## config.mk

```make
export PLATFORM = sky130hd
export DESIGN_NAME = shift_deserializer
export DESIGN_NICKNAME = d
export VERILOG_FILES = /design/src/rtl/shift_deserializer.sv
export SDC_FILE = /design/constraint.sdc
export NUM_CORES = 1
export LEC_CHECK = 0
export CAP_MARGIN = 20
export CORE_MARGIN = 3
export CORE_UTILIZATION = 50
export CTS_CLUSTER_SIZE = 20
export DETAILED_ROUTE_END_ITERATION = 8
export GPL_ROUTABILITY_DRIVEN = 0
export GPL_TIMING_DRIVEN = 0
export MAX_ROUTING_LAYER = met4
export PLACE_DENSITY = 0.72
export SYNTH_ARGS = -nofsm -noshare
export SYNTH_HDL_FRONTEND = slang
export SYNTH_SLANG_ARGS = --single-unit
```

## constraint.sdc

```tcl
create_clock -name CLK -period 2.9 [get_ports CLK]
set_input_delay 0.29 -clock CLK [delete_from_list [all_inputs] [get_ports CLK]]
set_output_delay 0.29 -clock CLK [all_outputs]
set_load 0.02 [all_outputs]
```

## src/rtl/shift_deserializer.sv

```systemverilog
// shift_deserializer: serial-in, parallel-out receiver, MSB first.
// Assembles WIDTH-bit words from a valid/ready bit stream and presents them
// on a valid/ready word port. The assembly register plus a one-word output
// slot let the next word be collected while the current one waits. The serial
// side is stalled only when both are full.
// Optional feature: define PARITY_CHECK_EN to accept one even-parity bit after
// each word and report a mismatch on PARITY_ERR. Without it PARITY_ERR is 0.
//
// state   | meaning
// --------+-----------------------------------------------------------
// COLLECT | shifting data bits in; SER_READY=1
// PARITY  | (PARITY_CHECK_EN only) waiting for the parity bit; SER_READY=1
// FULL    | shreg holds a finished word, output slot occupied; SER_READY=0
module shift_deserializer #(
  parameter  int WIDTH = 32,
  localparam int CNT_W = $clog2(WIDTH + 1)
) (
  input  logic             CLK,
  input  logic             RST,
  input  logic             SER_IN,
  input  logic             SER_VALID,
  output logic             SER_READY,
  output logic [WIDTH-1:0] DATA_OUT,
  output logic             DATA_VALID,
  input  logic             DATA_READY,
  output logic             PARITY_ERR
);

`ifdef PARITY_CHECK_EN
  typedef enum logic [1:0] {COLLECT = 2'd0, FULL = 2'd1, PARITY = 2'd2} state_t;
`else
  typedef enum logic [1:0] {COLLECT = 2'd0, FULL = 2'd1} state_t;
`endif

  localparam logic [CNT_W-1:0] LAST = CNT_W'(WIDTH - 1);

  state_t           state;
  logic [CNT_W-1:0] count;
  logic [WIDTH-1:0] shreg;
  logic [WIDTH-1:0] data_q;
  logic             data_valid_q;
  logic             accept;
  logic             drain;
  logic             slot_free;
  logic [WIDTH-1:0] next_word;

  // handshake qualifiers and the word as it looks with the current bit shifted in
  assign accept    = SER_VALID && SER_READY;
  assign drain     = data_valid_q && DATA_READY;
  assign slot_free = !data_valid_q || DATA_READY;
  assign next_word = {shreg[WIDTH-2:0], SER_IN};
  assign SER_READY = (state != FULL);

  assign DATA_OUT   = data_q;
  assign DATA_VALID = data_valid_q;

`ifdef PARITY_CHECK_EN
  logic parity_q;
  logic parity_held;
  logic parity_next;

  // even parity over the stored data bits and the incoming parity bit
  assign parity_next = ^{shreg, SER_IN};
  assign PARITY_ERR  = parity_q;
`else
  assign PARITY_ERR = 1'b0;
`endif

  // receive FSM: bit assembly, output slot load and backpressure
  always_ff @(posedge CLK or posedge RST) begin
    if (RST) begin
      state        <= COLLECT;
      count        <= '0;
      shreg        <= '0;
      data_q       <= '0;
      data_valid_q <= 1'b0;
`ifdef PARITY_CHECK_EN
      parity_q     <= 1'b0;
      parity_held  <= 1'b0;
`endif
    end else begin
      case (state)
        COLLECT: begin
          if (accept) begin
            shreg <= next_word;
            if (count == LAST) begin
`ifdef PARITY_CHECK_EN
              count <= count + 1'b1;
              state <= PARITY;
              if (drain) data_valid_q <= 1'b0;
`else
              if (slot_free) begin
                // new word replaces any word draining this same cycle
                data_q       <= next_word;
                data_valid_q <= 1'b1;
                count        <= '0;
              end else begin
                count <= count + 1'b1;
                state <= FULL;
              end
`endif
            end else begin
              count <= count + 1'b1;
              if (drain) data_valid_q <= 1'b0;
            end
          end else if (drain) begin
            data_valid_q <= 1'b0;
          end
        end
`ifdef PARITY_CHECK_EN
        PARITY: begin
          if (accept) begin
            if (slot_free) begin
              data_q       <= shreg;
              parity_q     <= parity_next;
              data_valid_q <= 1'b1;
              count        <= '0;
              state        <= COLLECT;
            end else begin
              parity_held <= parity_next;
              state       <= FULL;
            end
          end else if (drain) begin
            data_valid_q <= 1'b0;
          end
        end
`endif
        FULL: begin
          // slot is occupied here, so DATA_READY alone means the old word leaves
          if (DATA_READY) begin
            data_q <= shreg;
`ifdef PARITY_CHECK_EN
            parity_q <= parity_held;
`endif
            count <= '0;
            state <= COLLECT;
          end
        end
        default: state <= COLLECT;
      endcase
    end
  end

endmodule

```

== After elaboration in Yosys (flattened, before gate mapping) ==
Index checks and enable logic that the tools add are counted.
Word-level totals
  flip-flop bits (word level): 73
  latch bits: 0
  bits in writable memories: 0
  ROM bits: 0
  input bits: 5
  output and inout bits: 35
  word-level logic and storage cells: 45
  memories: 0
Operators by class
  add/sub/neg operators: 1
  $mul: 0
  div/mod/pow operators: 0
  $lt $le $gt $ge: 0
  eq/ne operators: 9
  shift operators: 0
  mux-type cells: 19
  bitwise gates (word level): 0
  reductions and logical operators: 11
Operator list (count)
  two-way mux 32 bit: 4
  case mux 32 bit (2 select lines): 1
  two-way mux 6 bit: 4
  case mux 6 bit (2 select lines): 1
  != test 2 bit, second input constant: 5
  two-way mux 2 bit: 4
  adder 6 x 1 -> 6 bit, second input constant: 1
  == test 6 x 5 -> 1 bit, second input constant: 1
  AND reduction 5 bit: 1
  two-way mux 1 bit: 4
  case mux 2 bit (2 select lines): 1
  AND reduction 2 bit: 2
  AND reduction 4 bit: 1
  != test 3 bit, second input constant: 1
  AND reduction 3 bit: 1
  == test 2 x 1 -> 1 bit, second input constant: 1
  logical AND 1 bit: 2
  logical NOT 2 bit: 1
  != test 2 x 1 -> 1 bit, second input constant: 1
  nonzero test 2 bit: 1
  logical NOT 1 bit: 1
  logical OR 1 bit: 1

== Longest topological paths before layout ==
  word-level depth: 6
  gate-level depth with buffers: 6
  mapped depth without buffers: 4

== Worst setup path before layout ==
No wires, ideal clock.
  path kind: reg-to-reg
  start: reg count[0]
  end: reg data_q[0] (netlist: DATA_OUT[0])
  setup time: 0.104 ns
  arrival: 1.468 ns
  required time: 2.796 ns
  slack: 1.328 ns
  stages on the path, launching flop included: 7
  buffers on the path: 2
  period minus slack after synthesis: 1.572 ns
  cell sequence: dfrtp_1 -> ha_1 -> and3b_1 -> buf_2 -> and2_1 -> buf_2 -> o311ai_1
On the way
  word-level cells in the longest chain between the ends: 3
RTL lines
  start: declaration: RTL line 38  | logic [CNT_W-1:0] count;
  start signal: assignment: RTL line 98  | count <= count + 1'b1;
  start signal: assignment: RTL line 103  | count <= count + 1'b1;
  == test 6 x 5 -> 1 bit: RTL line 86  | if (count == LAST) begin
  != test 2 bit (no line)
  AND reduction 5 bit (no line)
  end signal: assignment: RTL line 94  | data_q <= next_word;
  end signal: assignment: RTL line 131  | data_q <= shreg;
  end: declaration: RTL line 40  | logic [WIDTH-1:0] data_q;
Every way passes these cells.
A chain may end at the register's enable or synchronous reset.

== Worst setup path in the final report ==
  start: reg state[0]
  end: out SER_READY
On the way
  word-level cells in the longest chain between the ends: 1
RTL lines
  start: declaration: RTL line 37  | state_t state;
  start signal: assignment: RTL line 72  | state <= COLLECT;
  start signal: assignment: RTL line 99  | state <= FULL;
  start signal: assignment: RTL line 136  | state <= COLLECT;
  != test 2 x 1 -> 1 bit: RTL line 52  | assign SER_READY = (state != FULL);
  end: declaration: RTL line 22  | output logic SER_READY,
Every way passes these cells.

==> impl_metrics.yaml <==
placed_design:
  port_buffers: 38
  dp_hpwl_um: 6040
  place_ws_ps: 727
  placed_area_mm2: 0.00428
setup_path:
  cp.required_ps: 2610
  path_class: "flop to output pin"
  r2r_setup_slack_ps: 1020
  cpPeakStageDelay_ps: 710
  worstPathMaxFanout: 10
  worstRegToRegCells: 6
  worstPathArrival_ps: 2180
  path_depth: 4
  endpoint_kind: "output pin"
  worstPathCellList: "buf_6 > inv_1 > clkbuf_1 > clkdlybuf4s50_1"
  r2r_end: "DATA_OUT[2]$_DFFE_PP0P_"
  critPathBufInv: 4
  cp_slowest_cell: "clkdlybuf4s50_1"
  r2r_start: "count[0]$_DFFE_PP0P_"
  path_delay_family: "buffers and inverters"
  startpoint_type: "flop"
pwr:
  p_total_mw: 3.09
  internal_power_mw: 2.14
  swShare_pct: 30.7
  comb_power_share_pct: 25.6
  clkPwrFrac_pct: 24.7
  ir_drop_uv: 402
  p_sw_mw: 0.949
  cellLeakagePower_nw: 1.99
  p_per_area_mw_per_mm2: 692
  p_seq_share_pct: 49.7
cts:
  cts_hold_buf: 0
  cts_max_level: 3
  path_clk_slew_ps: 70
  post_cts_buffers: 0
  cts-resized-gates: 0
  cts-root-buf: "clkbuf_8"
  clock_path_buffers: 2
  cts_tree: "done"
  numClockSinks: 72
  cts_made_buffers: 9
  clk_latency_ps: 340
global_route:
  grt_max_degree: 73
  grt_pass1_wl_um: 15700
  grt_pass1_vias: 3192
  grt_usage_pct: 23.3
  antenna_found_initial: 0
  overflow: 0
sta:
  slew_headroom_pct: 42.2
  worst_slew_pin_slew_ps: 867
  hold_violations: 0
  skew_ps: 7.72
  fin_ws_ps: 434
  slew_violations: 0
  timing.final.crit_period_ps: 2470
  rsz0062_at_grt: "false"
  min_period_over_period_pct: 85.0
  finalSetupViolations: 0
  max_freq_ghz: 0.405
finish:
  layout_common_cells: "72 x dfrtp_1, 43 x mux2_2, 38 x clkdlybuf4s50_1"
  final_area_mm2: 0.00447
  nNetsFinal: 416
  area_delta_synth_final_pct: 18.4
  diodes: 0
  fill_cells: 640
  multiInputGateArea_mm2: 0.00171
  mostFrequentLayoutCell: "dfrtp_1"
  final-seq-area_mm2: 0.00180
  drive_gt1_share_pct: 18.8
floorplan:
  die_area_mm2: 0.00862
  start_util_pct: 51.7
  pin_count: 40
  die_w_um: 92.8
  num_rows: 31
  die_h_um: 92.8
  coreArea_mm2: 0.00729
run:
  cap_viol_max_count: 0
yosys:
  ys_seq_area_share_pct: 47.8
  syn_avg_cell_area_um2: 10.4
  synth-adder-area-share_pct: 0.332
  synth_top_flop_cell: "dfrtp_1"
  yosysTopAreaCellShare_pct: 47.8
  synth-xor-area-share_pct: 0.464
  ys_async_sr_fraction_pct: 100
  synthMuxAreaShare_pct: 13.2
  synth_nets: 367
  synth_compound_area_share_pct: 16.9
  synth_top_area_cell: "dfrtp_1"
  yosys-top-cells-area: "dfrtp_1 48%, mux2_2 13%, a211oi_1 4.8%"
  synth_edf_count: 0
  syn_area_mm2: 0.00377
  ys_types: 40
  syn-instance-count: 361
  synth-simple-area-share_pct: 14.5
  yosysWarningCount: 0
  synth_top_family_by_area: "compound AO/OA/AOI/OAI gates"
  synth-seq-cells: 72
drt:
  wl_per_cell_um: 17.6
  viasPerCell: 6.06
  drcViolationCount: 0
  dr.pass1.iters: 4
  vias: 3110
  antenna_left: 0
  drt_iter0_drc: 242
  wl_um: 9010
outcome:
  outcome: "finished, final reports clean"
worst_hold_path:
  hold_path.class: "input port to async pin"
## logic make-up after synthesis
group	after synthesis
compound gates	90
mux	44
flops	72
other cells	1
fa+ha+maj	1
buf+inv	60
simple gates	91
xor+xnor	2
## worst register-to-register path: cells and delay by family (launching register included)
| kind | cells | cell delay (ps) |
|---|---|---|
| buffers and inverters | 2 | 380 |
| flip-flops | 1 | 430 |
| AND/OR/NAND/NOR | 2 | 410 |
| adder cells (fa/ha/maj) | 1 | 260 |
| AO/OA/AOI/OAI | 1 | 300 |
## cell usage after synthesis, drive strengths merged (2+ instances only)
master  number
o22ai       11
nor3        12
nor2b       21
mux2        43
o31ai        2
dfrtp       72
nand4       20
a22oi        2
a211oi      24
nand3        3
a22o         3
and3        21
nand2        4
nor2         2
buf         17
a21oi       20
nand2b       2
clkbuf      20
o311ai      20
inv         23
o21ai        4
## worst max-delay path by stage
stage / from / slack, ps / endpoint
after floorplan: RST / 790 / DATA_OUT[0]$_DFFE_PP0P_
after global placement: RST / -440 / count[3]$_DFFE_PP0P_
after detailed placement: DATA_READY / 730 / DATA_OUT[0]$_DFFE_PP0P_
after CTS: state[0]$_DFFE_PP0P_ / 450 / SER_READY
after global routing: state[0]$_DFFE_PP0P_ / 360 / SER_READY
final: state[0]$_DFFE_PP0P_ / 430 / SER_READY
## area by class of cell
cell class,count,area share [%]
Timing Repair Buffer,38,8.52
Buffer,37,3.78
Sequential cell,72,40.3
Multi-Input combinational cell,229,38.4
Clock inverter,3,0.953
Tap cell,99,2.77
Clock buffer,12,3.25
Inverter,23,1.99
## flip-flops by register name (all words and copies together) (netlist names)
| name | flops |
|---|---|
| DATA_VALID | 1 |
| state | 1 |
| DATA_OUT | 32 |
| shreg | 32 |
| count | 6 |
## stage by stage
stage          TNS, ps  hold slack [ps]  instances  util [%]
3_3_place_gp    -31620              505        498      58.6
6_report             0              482        513      61.2
5_1_grt              0              551        513      61.2
4_1_cts              0              514        513      61.2
2_1_floorplan        0              442        361         -
3_5_place_dp         0              527        498      58.7
## power by group through the flow
stage	Sequential (mW)	Clock, mW	Combinational [mW]
after detailed placement	1.55	0	0.791
final	1.54	0.762	0.791
after global placement	1.54	0	0.768
after floorplan	1.54	0	0.503
after CTS	1.53	0.782	0.796
after global routing	1.58	0.827	0.870
## per-layer routing
layer / routed length [um] / GRT usage (%) / vias to the layer above
met1: 4030 / 30.8 / 1537
met5: 0 / - / -
met2: 4320 / 35.1 / 110
li1: - / - / 1446
met3: 537 / 5.69 / 17
met4: 117 / 8.18 / 0
Note: power is estimated with default switching activity, not from simulation.
